`src/rtl/uart_tx_arbiter.sv`:
```
// rtl/uart_tx_arbiter.sv - round-robin packet arbiter feeding the uart_top TX FIFO write port
//
// Purpose: grants one byte-stream requester at a time for a whole packet
// (delimited by req_last) and forwards its bytes to the TX FIFO while
// tx_full is low. A grant is force-released after MAX_BEATS data bytes.
// Optional feature macro: UART_ARB_TAG_EN (prefix each grant with tag byte
// {4'hF, grant_id}; requires DBIT == 8).
//
// Ports:
//   clk, reset            clock, synchronous active-high reset
//   req_valid/req_data/req_last/req_ready   per-requester byte streams
//   tx_full               TX FIFO full
//   wr_uart, w_data       TX FIFO write strobe and data
//   grant_id              current / last granted requester
//   busy                  grant held (state != IDLE)
module uart_tx_arbiter #(
  parameter int N_REQ     = 4,
  parameter int DBIT      = 8,
  parameter int MAX_BEATS = 16
) (
  input  logic                       clk,
  input  logic                       reset,
  input  logic [N_REQ-1:0]           req_valid,
  input  logic [N_REQ*DBIT-1:0]      req_data,
  input  logic [N_REQ-1:0]           req_last,
  output logic [N_REQ-1:0]           req_ready,
  input  logic                       tx_full,
  output logic                       wr_uart,
  output logic [DBIT-1:0]            w_data,
  output logic [$clog2(N_REQ)-1:0]   grant_id,
  output logic                       busy
);

  localparam int GW = $clog2(N_REQ);
  localparam int CW = $clog2(MAX_BEATS + 1);

`ifdef UART_ARB_TAG_EN
  typedef enum logic [1:0] {IDLE = 2'd0, TAG = 2'd1, DATA = 2'd2} state_t;
`else
  typedef enum logic [1:0] {IDLE = 2'd0, DATA = 2'd2} state_t;
`endif

  state_t          state_q, state_d;
  logic [GW-1:0]   grant_id_q, grant_id_d;
  logic [GW-1:0]   rr_ptr_q, rr_ptr_d;
  logic [CW-1:0]   beat_q, beat_d;

  logic [DBIT-1:0] data_arr [N_REQ];
  logic            found;
  logic [GW-1:0]   pick;
  logic [GW-1:0]   cand;
  logic [GW-1:0]   next_ptr;
  logic            sel_valid;
  logic            sel_last;
  logic [DBIT-1:0] sel_data;

  for (genvar i = 0; i < N_REQ; i++) begin : g_unpack
    assign data_arr[i] = req_data[i*DBIT +: DBIT];
  end

  assign sel_valid = req_valid[grant_id_q];
  assign sel_last  = req_last[grant_id_q];
  assign sel_data  = data_arr[grant_id_q];
  assign next_ptr  = (int'(grant_id_q) == N_REQ - 1) ? '0 : grant_id_q + 1'b1;

  // Rotating priority search: the first valid requester at or after rr_ptr wins.
  always_comb begin
    found = 1'b0;
    pick  = '0;
    cand  = '0;
    for (int k = 0; k < N_REQ; k++) begin
      cand = GW'((int'(rr_ptr_q) + k) % N_REQ);
      if (!found && req_valid[cand]) begin
        found = 1'b1;
        pick  = cand;
      end
    end
  end

  always_comb begin
    state_d    = state_q;
    grant_id_d = grant_id_q;
    rr_ptr_d   = rr_ptr_q;
    beat_d     = beat_q;
    req_ready  = '0;
    wr_uart    = 1'b0;
    w_data     = '0;
    case (state_q)
      IDLE: begin
        if (found) begin
          grant_id_d = pick;
          beat_d     = '0;
`ifdef UART_ARB_TAG_EN
          state_d    = TAG;
`else
          state_d    = DATA;
`endif
        end
      end
`ifdef UART_ARB_TAG_EN
      TAG: begin
        if (!tx_full) begin
          wr_uart = 1'b1;
          w_data  = DBIT'({4'hF, 4'(grant_id_q)});
          state_d = DATA;
        end
      end
`endif
      DATA: begin
        req_ready[grant_id_q] = !tx_full;
        if (sel_valid && !tx_full) begin
          wr_uart = 1'b1;
          w_data  = sel_data;
          beat_d  = beat_q + 1'b1;
          // End of packet and beat-limit release share one path, so a
          // coincident last + limit advances rr_ptr only once.
          if (sel_last || beat_q == CW'(MAX_BEATS - 1)) begin
            state_d  = IDLE;
            rr_ptr_d = next_ptr;
          end
        end
      end
      default: state_d = IDLE;
    endcase
  end

  always_ff @(posedge clk) begin
    if (reset) begin
      state_q    <= IDLE;
      grant_id_q <= '0;
      rr_ptr_q   <= '0;
      beat_q     <= '0;
    end else begin
      state_q    <= state_d;
      grant_id_q <= grant_id_d;
      rr_ptr_q   <= rr_ptr_d;
      beat_q     <= beat_d;
    end
  end

  assign grant_id = grant_id_q;
  assign busy     = (state_q != IDLE);

endmodule
```
`config.mk`:
```
export PLATFORM = sky130hd
export DESIGN_NAME = uart_tx_arbiter
export DESIGN_NICKNAME = d
export VERILOG_FILES = /design/src/rtl/uart_tx_arbiter.sv
export SDC_FILE = /design/constraint.sdc
export NUM_CORES = 1
export LEC_CHECK = 0
export CORE_ASPECT_RATIO = 0.7
export CORE_UTILIZATION = 40
export CTS_BUF_LIST = sky130_fd_sc_hd__clkbuf_8 sky130_fd_sc_hd__clkbuf_16
export CTS_CLUSTER_DIAMETER = 60
export DETAILED_ROUTE_END_ITERATION = 8
export PLACE_DENSITY_LB_ADDON = 0.25
export SLEW_MARGIN = 20
export SYNTH_ARGS = -nofsm -noshare
export SYNTH_HDL_FRONTEND = slang
export SYNTH_SLANG_ARGS = --single-unit
```
`constraint.sdc`:
```
create_clock -name clk -period 3.96 [get_ports clk]
set_input_delay 1.188 -clock clk [delete_from_list [all_inputs] [get_ports clk]]
set_output_delay 1.188 -clock clk [all_outputs]
set_load 0.05 [all_outputs]
```
# Word-level counts from Yosys, hierarchy flattened
# Index checks and enable logic that the tools add are counted.
# totals
ff_bits,11
latchBits,0
mem_bits_rw,0
romBits,0
out_inout_bits,16
elab_cells,79
mem_count,0
# op_classes
addsub,5
multipliers,0
div_mod_pow,0
magnitude_cmp,7
n_eq_ne,6
shift,0
muxes,38
bitwise_logic,2
n_reduce_logical,17
# op_table
cell,n
$mux 8,4
$bmux 8 s2,1
$mux 2,8
$lt 2x3->1 const B,5
$mux 1,13
$bmux 1 s2,6
$mux 5,2
$pmux 5 s2,1
$reduce_and 3->1,3
$ne 2x2->1 const B,3
$add 5x1->5 const B,1
$eq 5x4->1 const B,1
$logic_and 1x1->1,5
$add 2x1->2 const B,2
$add 2x2->2 const B,2
$and 4x4->4,1
$logic_not 1->1,4
$mux 4,1
$pmux 2 s2,1
$reduce_bool 2->1,2
$ge 3x3->1 const B,1
$not 2->3,1
$demux 1 s2,1
$eq 2x1->1 const B,1
5 further kinds,5

# Logic depth before layout (Yosys ltp)
# logic_depth
word_depth,14
ltp_mapped,7
ltp_nobuf,6

# Worst setup path before layout
# OpenSTA, ideal clock, no wires.
# synth_timing
path_kind,input to output
start,in tx_full
end,out w_data[0]
arrival_time_ns,2.459
required_ns,2.772
setup_slack_ns,0.313
cell_stages,5
n_path_buf,2
cell_sequence,nand3b_1 a2bb2oi_2 buf_6 buf_6 nor2b_1
# synth_between
elab_chain_cells,4
# synth_lines
item,line_no,text
from (decl),27,"input logic tx_full,"
$logic_not 1->1,111,if (sel_valid && !tx_full) begin
$logic_and 1x1->1,111,
$mux 8,111,
$mux 8,88,case (state_q)
to (decl),29,"output logic [DBIT-1:0] w_data,"
# Every way passes these cells.

# Worst setup path after layout
# layout_timing
start,in req_valid[0]
end,out w_data[5]
# layout_between
elab_chain_cells,5
# layout_lines
item,line_no,text
from (decl),23,"input logic [N_REQ-1:0] req_valid,"
$bmux 1 s2,61,assign sel_valid = req_valid[grant_id_q];
$mux 1 (not written as such),61,
$logic_and 1x1->1,111,
$mux 8,111,
$mux 8,88,
# Every way passes these cells. The select of a mux whose other input is x is not followed.

==> run metrics <==
status finished, final reports clean; hold worst-path end beat_q[4]; Post-synth top cells nor2b_1, dfxtp_1, inv_1; met3 wire length 82 um; syn_nets 153; Hold Worst Slack 0.469 ns; Synth Warn # 0; CP max stage delay 0.47 ns; std cell rows 14; Final Max Tran Viols 0; vias per cell 4.96; post-CTS setup buffer count 0; post_cts resized 0; Worst path top cell family by delay buffers and inverters; Slew headroom 66.5%; post-synthesis sequential area ratio 20.6%; WL/cell 13.3 um; most numerous cell in the Yosys netlist nor2b_1; mapped cell area 971 um2; r2r setup slk 1.53 ns; min cycle time layout 3.85 ns; register area 200 um2; Least-Margin Pin Slew between 0.5 and 0.6 ns; R2R Path End rr_ptr_q[0]; pin count of the biggest net entering global routing 13; uppermost layer routed met3; Syn-to-layout area delta 69.3%; Placer Congestion a little under 0.9; CTS sink count 10; Yosys cell types 35; Fin Setup TNS 0 ns; crit path buf inv count 2; clk buf depth 2; RSZ-0062 raised after global routing false; root buffer cell clkbuf_8; ys flop type dfxtp_1; clk slew on worst S/H paths 0.05 ns; initial drt markers 26; Max FO, Critical Path 10; first-pass GRT wire length 4280 um; max-cap viol count 0; Util after Layout 73.9%; asr flop ratio synth 0%; Clock Skews between 0.0009 and 0.001 ns; critical-path cell list clkdlybuf4s50_1, mux2_4, a2bb2oi_2, nor2b_1, buf_4; Filler cells 186; worst r2r src grant_id[0]; R2R depth 6; Routed WL 2600 um; Die Ht 43.2 um; EDFF count, synth 0; Final Cycle Share a little over nine tenths; DRT antenna net count 0; layout cells sized above 1 20.9%; multi-input logic area between 600 and 700 um2; IO Port Bufs 58; CP arrival 2.66 ns; DIE AREA roughly 0.0026 mm2; kind of critical path in -> out; hpwl dp 2160 um; Synth area leaders dfxtp_1, mux4_2, nor2b_1, ha_1, a21oi_1; PD cells 258 mW/mm2; worst path required time 2.77 ns; share of the synthesized area in the top cell type 20.6%; antenna violations before repair 0; cts hold-fix bufs 0; fmax 260 MHz; Synth area leader dfxtp_1; LEAKAGE 0.639 nW; H-tree lvl count 1; Routed met2 length 1380 um; vias in the first global route ~1000; Worst Hold Depth 2; CTS Buf Count 3; syn_area_per_cell slightly above 9 um2; number of stages on the worst setup path 5; GRT Overall Usage 22.3%; # setup viols final 0; DRT Pass-1 Iters 6; total grt overflow 0; # DRC 0; #FFs+latches synth 10; CTS tree built; area of the core ~0.0022 mm2; Crit. End Element primary output; Inserted Diodes 0; startpoint types primary input; Hold Startpoint beat_q[4]; die width 60.9 um; Final Power 0.424 mW; Hold Path Class reg -> reg; VDD IR max between 0.00015 and 0.0002 V; Final Hold Fails 0; met1 WL approximately 1100 um; final layout net count 213; clk_lat worst skew 0.23 ns; critical path's slowest cell clkdlybuf4s50_1; post-synthesis instance total 104; Vias 968; Initial Util ~44%; io pins 59
## metal layers
metal  track usage (%)  up-vias
met2              42.2       15
met5                 0        -
met4              1.36        0
li1                  -      493
met1              24.8      460
met3              7.32        0
## registers in the layout (all words and copies together), names as in the netlist
register	count
beat_q	5
grant_id	2
rr_ptr_q	2
state_q	1
## through the flow
step	instances	setup WS, ns	instance area, um2
after floorplan	104	0.313	971
after global placement	191	0.152	1590
after detailed placement	191	0.111	1590
after CTS	195	0.114	1640
after global routing	195	0.0222	1640
final	195	0.108	1640
## final cells by class
type                            instances  share of cell area (%)
Clock buffer                            4                    3.35
Multi-Input combinational cell         78                    41.8
Timing Repair Buffer                   62                    38.2
Inverter                                9                    2.05
Tap cell                               32                    2.44
Sequential cell                        10                    12.2
## logic make-up (layout without fill, tap and decap cells)
logic type	after synthesis	count (layout)	synth area share (%)
simple gates	39	39	23.7
compound gates	20	20	14.6
fa+ha+maj	6	6	7.73
buf+inv	16	75	8.63
flops	10	10	20.6
mux	13	13	24.7
## where the power goes
group          internal [mW]  switching, mW
combinational         0.0971         0.0824
clock                 0.0875         0.0408
sequential             0.106         0.0102
total                  0.291          0.133
## cells in the final DEF, fill, tap and decap left out, types with 2 or more instances in the layout
master           netlist  layout
clkdlybuf4s50_1        0      45
nor2b_1               13      13
buf_4                  0      13
dfxtp_1               10      10
inv_1                  9       9
mux4_2                 8       8
a21oi_1                8       8
ha_1                   6       6
and2_1                 4       4
nand3_1                4       4
nand2b_1               4       4
clkbuf_8               0       4
buf_12                 0       4
mux2i_1                3       3
mux2_4                 2       2
or2_2                  2       2
nand2_1                2       2
a211o_1                2       2
nor2_1                 2       2
o21ai_0                2       2
or3_1                  2       2
## tightest hold or removal path: stages (launching register included)
cell and delay, ns:
dfxtp_1 0.30, nand3_1 0.06, a21oi_1 0.06
## worst max-delay path by stage
| stage | slack [ns] | to | startpoint |
|---|---|---|---|
| 2_1_floorplan | 0.31 | w_data[0] | tx_full |
| 3_3_place_gp | 0.15 | w_data[4] | req_valid[0] |
| 3_5_place_dp | 0.11 | w_data[5] | req_valid[0] |
| 4_1_cts | 0.11 | w_data[5] | req_valid[0] |
| 5_1_grt | 0.02 | w_data[5] | req_valid[0] |
| 6_report | 0.11 | w_data[5] | req_valid[0] |
Power figures use the tool's default switching activity.
